`src/rtl/mem_port_arbiter.sv`:
```
`timescale 1ns/1ps
// mem_port_arbiter
//   Shares one word-wide cached-memory user port between instruction fetch
//   (port A, read-only) and data access (port B, read/write). One request is
//   captured at a time. It is driven to memory until the memory accepts it,
//   and read data is returned to the owning port with a one-cycle valid pulse.
//
// Ports
//   i_clk, rst           clock; synchronous active-high reset
//   i_a_req / i_a_addr   port A read request (held until o_a_ack)
//   o_a_ack              port A captured this cycle (combinational)
//   o_a_rvalid/o_a_rdata port A read return (pulse / held data)
//   i_b_req / i_b_wen / i_b_addr / i_b_wdata
//                        port B request; i_b_wen == 0 means read
//   o_b_ack              port B captured this cycle (combinational)
//   o_b_rvalid/o_b_rdata port B read return (pulse / held data)
//   o_mem_ren / o_mem_wen / o_mem_addr / o_mem_data
//                        memory command
//   i_mem_data           memory read data
//   i_mem_stall          memory stall; a command is accepted, or read data is
//                        sampled, on an edge where this is low
//   o_busy               arbiter not idle
module mem_port_arbiter #(
  parameter int unsigned ADDR_WIDTH = 32,
  parameter int unsigned DATA_WIDTH = 32,
  parameter int unsigned FIXED_PRIO = 0
) (
  input  logic                    i_clk,
  input  logic                    rst,
  input  logic                    i_a_req,
  input  logic [ADDR_WIDTH-1:0]   i_a_addr,
  output logic                    o_a_ack,
  output logic                    o_a_rvalid,
  output logic [DATA_WIDTH-1:0]   o_a_rdata,
  input  logic                    i_b_req,
  input  logic [DATA_WIDTH/8-1:0] i_b_wen,
  input  logic [ADDR_WIDTH-1:0]   i_b_addr,
  input  logic [DATA_WIDTH-1:0]   i_b_wdata,
  output logic                    o_b_ack,
  output logic                    o_b_rvalid,
  output logic [DATA_WIDTH-1:0]   o_b_rdata,
  output logic                    o_mem_ren,
  output logic [DATA_WIDTH/8-1:0] o_mem_wen,
  output logic [ADDR_WIDTH-1:0]   o_mem_addr,
  output logic [DATA_WIDTH-1:0]   o_mem_data,
  input  logic [DATA_WIDTH-1:0]   i_mem_data,
  input  logic                    i_mem_stall,
  output logic                    o_busy
);

  localparam int unsigned BW = DATA_WIDTH / 8;

  typedef enum logic [1:0] {
    IDLE,
    ISSUE,
    RDWAIT
  } state_t;

  state_t                  state;

  // Port encodings for r_grant / r_last: 0 = A, 1 = B.
  logic                    r_grant;
  logic                    r_last;
  logic [ADDR_WIDTH-1:0]   r_addr;
  logic [DATA_WIDTH-1:0]   r_wdata;

  // Memory command strobes are registered: loaded on capture, cleared on
  // acceptance, so they are zero in IDLE and RDWAIT by construction.
  logic                    r_mem_ren;
  logic [BW-1:0]           r_mem_wen;

  logic                    r_a_rvalid;
  logic                    r_b_rvalid;
  logic [DATA_WIDTH-1:0]   r_a_rdata;
  logic [DATA_WIDTH-1:0]   r_b_rdata;

  logic                    grant_a;
  logic                    grant_b;
  logic [ADDR_WIDTH-1:0]   sel_addr;
  logic [BW-1:0]           sel_wen;
  logic [DATA_WIDTH-1:0]   sel_wdata;

  // Grant selection, only meaningful in IDLE. On a tie, round-robin grants
  // the port that was not served last; fixed priority always picks B.
  always_comb begin
    grant_a = 1'b0;
    grant_b = 1'b0;
    if (state == IDLE) begin
      if (i_a_req && i_b_req) begin
        if (FIXED_PRIO != 0) begin
          grant_b = 1'b1;
        end else if (r_last) begin
          grant_a = 1'b1;
        end else begin
          grant_b = 1'b1;
        end
      end else if (i_a_req) begin
        grant_a = 1'b1;
      end else if (i_b_req) begin
        grant_b = 1'b1;
      end
    end

    // Port A is always a read: its write enables and data are forced to zero.
    sel_addr  = grant_b ? i_b_addr  : i_a_addr;
    sel_wen   = grant_b ? i_b_wen   : '0;
    sel_wdata = grant_b ? i_b_wdata : '0;
  end

  always_ff @(posedge i_clk) begin
    if (rst) begin
      state      <= IDLE;
      r_grant    <= 1'b0;
      r_last     <= 1'b1;
      r_addr     <= '0;
      r_wdata    <= '0;
      r_mem_ren  <= 1'b0;
      r_mem_wen  <= '0;
      r_a_rvalid <= 1'b0;
      r_b_rvalid <= 1'b0;
      r_a_rdata  <= '0;
      r_b_rdata  <= '0;
    end else begin
      r_a_rvalid <= 1'b0;
      r_b_rvalid <= 1'b0;

      case (state)
        IDLE: begin
          if (grant_a || grant_b) begin
            r_grant   <= grant_b;
            r_last    <= grant_b;
            r_addr    <= sel_addr;
            r_wdata   <= sel_wdata;
            r_mem_ren <= (sel_wen == '0);
            r_mem_wen <= sel_wen;
            state     <= ISSUE;
          end
        end

        ISSUE: begin
          if (!i_mem_stall) begin
            r_mem_ren <= 1'b0;
            r_mem_wen <= '0;
            // Writes complete on acceptance; reads wait for data.
            state     <= r_mem_ren ? RDWAIT : IDLE;
          end
        end

        RDWAIT: begin
          if (!i_mem_stall) begin
            if (r_grant) begin
              r_b_rdata  <= i_mem_data;
              r_b_rvalid <= 1'b1;
            end else begin
              r_a_rdata  <= i_mem_data;
              r_a_rvalid <= 1'b1;
            end
            state <= IDLE;
          end
        end

        default: begin
          state <= IDLE;
        end
      endcase
    end
  end

  assign o_a_ack    = grant_a;
  assign o_b_ack    = grant_b;
  assign o_a_rvalid = r_a_rvalid;
  assign o_b_rvalid = r_b_rvalid;
  assign o_a_rdata  = r_a_rdata;
  assign o_b_rdata  = r_b_rdata;
  assign o_mem_ren  = r_mem_ren;
  assign o_mem_wen  = r_mem_wen;
  assign o_mem_addr = r_addr;
  assign o_mem_data = r_wdata;
  assign o_busy     = (state != IDLE);

endmodule

```
`config.mk`:
```
export PLATFORM = sky130hd
export DESIGN_NAME = mem_port_arbiter
export DESIGN_NICKNAME = d
export VERILOG_FILES = /design/src/rtl/mem_port_arbiter.sv
export SDC_FILE = /design/constraint.sdc
export NUM_CORES = 1
export LEC_CHECK = 0
export CORE_MARGIN = 1.5
export CORE_UTILIZATION = 40
export CTS_BUF_LIST = sky130_fd_sc_hd__clkbuf_8 sky130_fd_sc_hd__clkbuf_16
export DETAILED_ROUTE_END_ITERATION = 7
export PLACE_DENSITY_LB_ADDON = 0.08
export SETUP_SLACK_MARGIN = 0.2
export SYNTH_ARGS = -nofsm -noshare
export SYNTH_HDL_FRONTEND = slang
export SYNTH_SLANG_ARGS = --single-unit
```
`constraint.sdc`:
```
create_clock -name i_clk -period 1.81 [get_ports i_clk]
set_input_delay 0.4525 -clock i_clk [delete_from_list [all_inputs] [get_ports i_clk]]
set_output_delay 0.4525 -clock i_clk [all_outputs]
set_load 0.005 [all_outputs]
```
==> key figures, run 1 <==
Run status
  – Status: complete, no violations

STA
  – Setup_tns: 0 ps
  – Period minus WS final: 1700 ps
  – Fin crit share: 0.940
  – Slew Limit Headroom: 0.653
  – Max Fclk: 588 MHz
  – Final hold violation count: 0
  – WHS: about 380 ps
  – Setup Skew: 8.26 ps
  – Pins over their slew limit: 0
  – RSZ-0062 raised after global routing: true
  – Worst Tran Pin Value: ~520 ps
  – # setup viols final: 0
  – Setup ws final: 109 ps

Synth
  – Synth Area in Adders: 0
  – Compound-Gate Fraction of Synth Area: 0.207
  – Multiplexer share of the synthesized area: 0
  – Yosys warns: 0
  – Post-synthesis sequential area ratio: 0.523
  – Cell count after synthesis: roughly 660
  – Area leader, netlist: dfxtp_1
  – Simple-Gate Fraction of Synth Area: 0.209
  – Syn Std Cell Area: between 5000 and 6000 um2
  – Post-synth EDFFs: 0
  – Average size of a mapped cell: 8.10 um2
  – Ys flop type: dfxtp_1
  – Largest family of logic cells by synthesized area: simple AND/OR/NAND/NOR gates
  – Number of library cell types mapped by synthesis: 30
  – Top-area cell type share of the netlist area: 0.523
  – Yosys reg bits: about 140
  – Post-synth ARST share: 0
  – Main area contributors after synthesis: dfxtp_1, a21oi_1, nand2_1
  – Xor/xnor cell area share of the yosys netlist: 0
  – Synth Net Count: 794

Placed design
  – Final Wtd Congestion: ~0.77
  – Number of port buffers: 274
  – Placed cells: 1061
  – Final HPWL DP: 12.3 mm
  – Pre-CTS setup slack: -561 ps

Power and ir drop
  – Part of the power in registers: 0.413
  – Max VDD drop: approximately 0.00069 V
  – Combinational share of power: 0.135
  – Sw Share: 0.243
  – Switch Pwr: 1.91 mW
  – P_int: 5.94 mW
  – Clock share of power: 0.452
  – Cell Pwr Density: approximately 800 nW/um2
  – Static leakage: between 3 and 4 nW

Die
  – Core area: 12800 um2
  – I/O pins: 275
  – Die Y-Extent: 118 um
  – Full die area: 14000 um2
  – Row count: 41
  – Initial core utilization: 0.416
  – Die W: approximately 120 um

Flow run
  – Max-cap viol count: 0

Global routing
  – Vias in the first global route: 5723
  – GRT Util Overall: 0.261
  – Initial antenna violation count: 0
  – Grt ovf: 0
  – Largest net degree at the start of global routing: 71
  – First-pass GRT wire length: 29.1 mm

Finish
  – Area grow syn2layout: 78.9%
  – Layout cell share with drive strength beyond 1: 0.201
  – Register area: 2800 um2
  – Ant diodes: 0
  – Fin cells: 1110
  – Multi-input gate area: 2760 um2
  – Layout filler cell count: 939
  – Final net count: 1062
  – Most frequent cells in the layout: dlygate4sd2_1, clkdlybuf4s50_1, dfxtp_1
  – Most common cell after layout, fill and taps aside: dlygate4sd2_1

Routing
  – WL final: 19.9 mm
  – Vias post-DR: 6030
  – Drc violations: 0
  – Drt via density: 5.43
  – Number of DRC markers in iteration 0: 501
  – Detail Route Antenna Nets: 0
  – Drt pass-1 iters: 5
  – Drt wl/cell: 18.0 um

Setup path
  – Worst EP arrival: 1250 ps
  – R2R Path End: o_a_rdata[14]$_SDFFE_PP0P_
  – Worst reg2reg startpoint: state[0]$_SDFFE_PP0P_
  – Critical path required time: roughly 1400 ps
  – Setup CP Type: flip-flop to output pin
  – Critical Path End Type: output pin
  – R2R Setup Slk: ~110 ps
  – Reg2reg path depth: 7
  – CP Launch Type: flip-flop
  – Crit Path Max Fanout: 3

Min path
  – Hold Path End: o_mem_addr[7]$_SDFFE_PP0P_
  – Worst Hold Depth: 2
  – Hold Path Origin: rst
  – Hold Crit Class: input pin to flip-flop

Clocking
  – Clock sink count: 139
  – Clock tree buffer depth: 2
  – Cts bufs inserted: 17
  – TritonCTS clock tree: done
  – Cts hold-fix bufs: 0
  – Clk_lat worst skew: approximately 410 ps
  – CTS root buffer: clkbuf_16
  – H-tree Lvls: 4
  – CTS clk-pin slew, worst paths: 60 ps
cell type report:
type	count	share of cell area
Multi-Input combinational cell	450	0.290
Inverter	1	0.000395
Tap cell	172	0.0226
Clock buffer	18	0.0462
Sequential cell	139	0.294
Clock inverter	14	0.0179
Timing Repair Buffer	316	0.329
timing repair:
| action | 4_1_cts | 5_1_grt |
|---|---|---|
| cloned | 4 | 3 |
| pin swaps | 27 | 59 |
| resized for setup | 201 | 106 |
| endpoints found under the setup margin | 240 | 71 |
| buffers inserted | 6 | 4 |
power groups by stage:
stage                     clock network, mW  registers (mW)  logic (mW)
after floorplan                           0            3.30       0.381
after global routing                   3.73            3.25        1.13
after global placement                    0            3.30        1.04
after detailed placement                  0            3.30        1.06
final                                  3.55            3.24        1.06
after CTS                              3.60            3.23        1.02
registers in the layout (all words and copies together), names as in the netlist:
name and count:
o_a_rdata 32, o_a_rvalid 1, o_b_rdata 32, o_b_rvalid 1, o_mem_addr 32, o_mem_data 32
o_mem_ren 1, o_mem_wen 4, r_grant 1, r_last 1, state 2
worst max-delay path by stage:
stage                                      from                    endpoint
after global placement                  i_a_req                     o_b_ack
after floorplan                     i_mem_stall  o_a_rdata[10]$_SDFFE_PP0P_
after detailed placement                i_a_req   o_mem_wen[3]$_SDFFE_PP0P_
after global routing      state[1]$_SDFFE_PP0P_                     o_a_ack
after CTS                               i_a_req                     o_b_ack
final                     state[1]$_SDFFE_PP0P_                     o_a_ack
synthesized netlist by cell type, types with 3 or more instances:
library cell  count
buf_6             4
nor2_1            4
buf_2            22
clkbuf_1         37
a22o_1            5
dfxtp_1         139
nand2_1         129
nand3_1          96
a21oi_1         100
buf_4             3
a31oi_1          32
o21ai_0          64
stage by stage:
stage          total power, mW  instance area [um2]  utilization
6_report                  7.84                 9510        0.745
3_5_place_dp              4.36                 8270        0.647
4_1_cts                   7.85                 9010        0.705
5_1_grt                   8.11                 9510        0.745
3_3_place_gp              4.34                 8270        0.647
2_1_floorplan             3.68                 5320            -
worst max-delay path: stages, from the launching register on:
cell and delay (ps):
dfxtp_4 360, nor3b_4 210, and2_4 170, buf_6 90
metal layers:
metal  share of wire  track usage  up-vias  routed length (um)
li1                -            -     2833                   -
met1            0.39        0.294     2881                7760
met5               0            0        -                   0
met2            0.50        0.455      278               10100
met3           0.082       0.0859       38                1640
met4           0.024        0.101        0                 481
cell families after synthesis:
logic type / count (synthesis)
compound gates: 205
flops: 139
buf+inv: 68
simple gates: 245
Power figures use the tool's default switching activity.
==> run 2, diff against run 1 <==
- SKIP_CTS_REPAIR_TIMING: not set -> 1
- clock period: 1.81 -> 1.9 ns (I/O delays scaled with it)
==> key figures, run 2 (synthesis gave the netlist of run 1 again) <==
Placed design
  – Final HPWL DP: 12.3 mm
  – Pre-CTS setup slack: -557 ps
  – Dpl cell area: 8260 um2
  – Final Wtd Congestion: 0.777
  – Number of port buffers: 274

STA
  – Pins over their slew limit: 0
  – Worst Tran Pin Value: approximately 610 ps
  – Setup ws final: 144 ps
  – Setup Skew: around 7.5 ps
  – WHS: 401 ps
  – Fin crit share: 0.924
  – # setup viols final: 0
  – Final hold violation count: 0
  – Slew Limit Headroom: 0.591
  – Setup_tns: 0 ps
  – Max Fclk: 569 MHz
  – RSZ-0062 raised after global routing: true
  – Period minus WS final: about 1800 ps

Clocking
  – Clock tree buffer depth: 2
  – TritonCTS clock tree: done
  – Clock sink count: 139
  – Cts bufs inserted: 17
  – H-tree Lvls: 4
  – CTS root buffer: clkbuf_16
  – CTS clk-pin slew, worst paths: 50 ps
  – Clk_lat worst skew: 420 ps

Power and ir drop
  – Part of the power in registers: 0.409
  – Total Power: 7.53 mW
  – Static leakage: 5.47 nW
  – Sw Share: 0.227
  – P_int: 5.82 mW
  – Switch Pwr: 1.71 mW
  – Max VDD drop: 0.000627 V
  – Cell Pwr Density: between 800 and 900 nW/um2
  – Combinational share of power: 0.131
  – Clock share of power: 0.460

Finish
  – Ant diodes: 0
  – Multi-input gate area: approximately 2300 um2
  – Register area: 2800 um2
  – Post-route cell area: 9260 um2
  – Area grow syn2layout: 74.1%
  – Layout filler cell count: 938
  – Layout cell share with drive strength beyond 1: 0.0849
  – Most common cell after layout, fill and taps aside: dlymetal6s2s_1
  – Final net count: 1043
  – Most frequent cells in the layout: dlymetal6s2s_1, clkdlybuf4s50_1, nand2_1

Routing
  – Drt wl/cell: 16.8 um
  – Drc violations: 0
  – WL final: 18.3 mm
  – Vias post-DR: about 6000
  – Detail Route Antenna Nets: 0
  – Drt via density: 5.36
  – Number of DRC markers in iteration 0: 396
  – Drt pass-1 iters: 5

Die
  – Full die area: between 10000 and 15000 um2
  – Core area: between 10000 and 15000 um2
  – Initial core utilization: 0.416
  – Row count: 41
  – Die W: 118 um
  – Die Y-Extent: 118 um
  – I/O pins: 275

Global routing
  – Grt ovf: 0
  – First-pass GRT wire length: ~28 mm
  – Vias in the first global route: 5594
  – Initial antenna violation count: 0
  – Largest net degree at the start of global routing: 72
  – GRT Util Overall: 0.254

Flow run
  – Max-cap viol count: 0

Run status
  – Status: complete, no violations

Setup path
  – CP Launch Type: flip-flop
  – Crit Path Max Fanout: 3
  – Setup CP Type: flip-flop to output pin
  – Critical Path End Type: output pin
  – Critical path required time: 1420 ps
  – Worst EP arrival: 1280 ps
  – R2R Setup Slk: 300 ps
  – Reg2reg path depth: 5

Min path
  – Hold Crit Class: input pin to flip-flop
  – Worst Hold Depth: 2
[run 2: metrics by stage]
stage,utilization,cells
floorplan,-,657
global placement,0.646,1059
detailed placement,0.646,1059
CTS,0.695,1091
global route,0.725,1091
finish,0.725,1091
[run 2: critical path: stages, from the launching register on]
cell,delay (ps)
dfxtp_4,360
nor3b_4,190
and2_1,160
dlymetal6s2s_1,160
[run 2: worst paths after layout]
path,startpoint,end
worst max-delay path,state[1]$_SDFFE_PP0P_,o_a_ack
worst min-delay path,rst,state[1]$_SDFFE_PP0P_
worst max register to register,state[0]$_SDFFE_PP0P_,o_a_rdata[23]$_SDFFE_PP0P_
worst min register to register,o_a_rdata[1]$_SDFFE_PP0P_,o_a_rdata[1]$_SDFFE_PP0P_
[run 2: area by class of cell]
| class | instances | share of cell area |
|---|---|---|
| sequential | 139 | 0.303 |
| clock inverter | 13 | 0.0187 |
| clock buffer | 19 | 0.0489 |
| tap | 172 | 0.0232 |
| timing repair buffer | 297 | 0.361 |
| multi-input combinational | 450 | 0.245 |
| inverter | 1 | 0.000405 |
[run 2: layer usage]
layer  wire (um)  track usage
met3        1700       0.0975
met2        9180        0.443
met4         399       0.0785
met1        7060        0.285
met5           0            0
[run 2: power by group through the flow]
stage | combinational, mW | sequential [mW] | clock, mW
final | 0.983 | 3.08 | 3.46
after global routing | 1.06 | 3.09 | 3.68
after CTS | 1.01 | 3.09 | 3.53
after detailed placement | 1.00 | 3.15 | 0
after global placement | 0.988 | 3.14 | 0
after floorplan | 0.363 | 3.14 | 0
==> run 3, diff against run 2 <==
- CTS_CLUSTER_SIZE: not set -> 12
- RECOVER_POWER: not set -> 50
==> key figures, run 3 (synthesis gave the netlist of run 1 again) <==
Setup path
  – Critical Path End Type: output pin
  – Worst EP arrival: between 1000 and 1500 ps
  – Setup CP Type: flip-flop to output pin
  – Critical path required time: 1420 ps
  – Crit Path Max Fanout: 3
  – CP Launch Type: flip-flop

Finish
  – Most frequent cells in the layout: dfxtp_1, clkdlybuf4s50_1, nand2_1
  – Ant diodes: 0
  – Layout filler cell count: 1032
  – Area grow syn2layout: 67.4%
  – Most common cell after layout, fill and taps aside: dfxtp_1
  – Core Util, Final: 0.697
  – Final net count: 1043
  – Layout cell share with drive strength beyond 1: 0.0729

Die
  – Die Y-Extent: 118 um
  – I/O pins: around 280
  – Row count: 41
  – Initial core utilization: 0.416
  – Core area: 12800 um2
  – Full die area: 14000 um2
  – Die W: 118 um

Clocking
  – CTS root buffer: clkbuf_16
  – Clock tree buffer depth: 2
  – Clock sink count: 139
  – TritonCTS clock tree: done
  – CTS clk-pin slew, worst paths: 50 ps
  – H-tree Lvls: 4
  – Cts bufs inserted: 17
  – Clk_lat worst skew: approximately 420 ps

Run status
  – Status: complete, no violations

Power and ir drop
  – Static leakage: 3.17 nW
  – Combinational share of power: 0.129
  – Switch Pwr: 1.72 mW
  – Total Power: 7.52 mW
  – Clock share of power: 0.461
  – Sw Share: 0.228
  – Part of the power in registers: 0.410
  – P_int: 5.81 mW
  – Cell Pwr Density: between 800 and 900 nW/um2
  – Max VDD drop: ~0.00063 V

Global routing
  – Grt ovf: 0
  – Initial antenna violation count: 0
  – Largest net degree at the start of global routing: just over 70
  – First-pass GRT wire length: between 20 and 30 mm
  – Vias in the first global route: 5594
  – GRT Util Overall: 0.254

Routing
  – Vias post-DR: 5867
  – Max Used Layer: met4
  – Drt pass-1 iters: 5
  – WL met3: between 1.5 and 2 mm
  – Met2 wire length: 9.28 mm
  – Drt wl/cell: 16.8 um
  – Detail Route Antenna Nets: 0
  – Met1 wire length: a little over 7 mm
  – Drt via density: 5.38
  – Drc violations: 0
  – WL final: 18.3 mm
  – Number of DRC markers in iteration 0: 401

STA
  – Final hold violation count: 0
  – RSZ-0062 raised after global routing: true
  – # setup viols final: 0
  – Fin crit share: 0.923
  – Worst Tran Pin Value: ~600 ps
  – Period minus WS final: ~1800 ps
  – Max Fclk: 570 MHz
  – Pins over their slew limit: 0
  – Slew Limit Headroom: 0.597
  – Setup Skew: 8.83 ps
  – WHS: 405 ps

Placed design
  – Final Wtd Congestion: 0.777
  – Final HPWL DP: 12.3 mm
  – Number of port buffers: between 200 and 300

Min path
  – Hold Crit Class: input pin to flip-flop

Flow run
  – Max-cap viol count: 0
run 3: cell count changes in the layout (fill, tap and decap cells not counted):
cell,delta
dfxtp_2,-10
buf_12,-1
dfxtp_1,+10
dlymetal6s2s_1,-125
clkbuf_4,+1
clkdlybuf4s25_1,+123
buf_4,-1
clkbuf_1,+3
run 3: power by group through the flow:
| stage | registers, mW | clock network, mW | logic (mW) |
|---|---|---|---|
| 3_5_place_dp | 3.15 | 0 | 1.00 |
| 5_1_grt | 3.10 | 3.68 | 1.05 |
| 2_1_floorplan | 3.14 | 0 | 0.363 |
| 6_report | 3.09 | 3.47 | 0.974 |
| 4_1_cts | 3.09 | 3.53 | 1.01 |
| 3_3_place_gp | 3.14 | 0 | 0.988 |
run 3: path summary, 6_finish.rpt:
| kind | slack, ps | startpoint | to | cells past startpoint |
|---|---|---|---|---|
| setup / recovery | 150 | state[1]$_SDFFE_PP0P_ | o_a_ack | 3 |
| hold / removal | 410 | rst | state[0]$_SDFFE_PP0P_ | 2 |
| setup reg to reg | 200 | state[0]$_SDFFE_PP0P_ | o_a_rdata[23]$_SDFFE_PP0P_ | 5 |
| hold reg to reg | 450 | o_b_rdata[17]$_SDFFE_PP0P_ | o_b_rdata[17]$_SDFFE_PP0P_ | 2 |
run 3: per-layer routing:
metal  track usage  up-vias
li1              -     2791
met1         0.285     2839
met3        0.0975       20
met4        0.0785        0
met2         0.443      217
met5             0        -
run 3: cell type report:
| class | count | area (um2) | share of cell area |
|---|---|---|---|
| Tap cell | 172 | 215 | 0.0242 |
| Clock inverter | 13 | 173 | 0.0194 |
| Sequential cell | 139 | 2790 | 0.314 |
| Inverter | 1 | 3.75 | 0.000422 |
| Timing Repair Buffer | 297 | 3000 | 0.337 |
| Multi-Input combinational cell | 450 | 2270 | 0.255 |
| Clock buffer | 19 | 453 | 0.0509 |
run 3: through the flow:
stage          TNS (ps)  cell area, um2  std cells  worst slack, ps
3_5_place_dp     -19870            8260       1059             -557
3_3_place_gp     -16730            8260       1059             -538
6_report              0            8900       1091              145
4_1_cts           -1380            8880       1091             -557
2_1_floorplan         0            5320        657              445
5_1_grt               0            8900       1091             79.5
run 3: critical path, cell delays in order (launching register included):
cell and delay, ps:
dfxtp_4 360, nor3b_4 190, and2_1 160, dlymetal6s2s_1 160
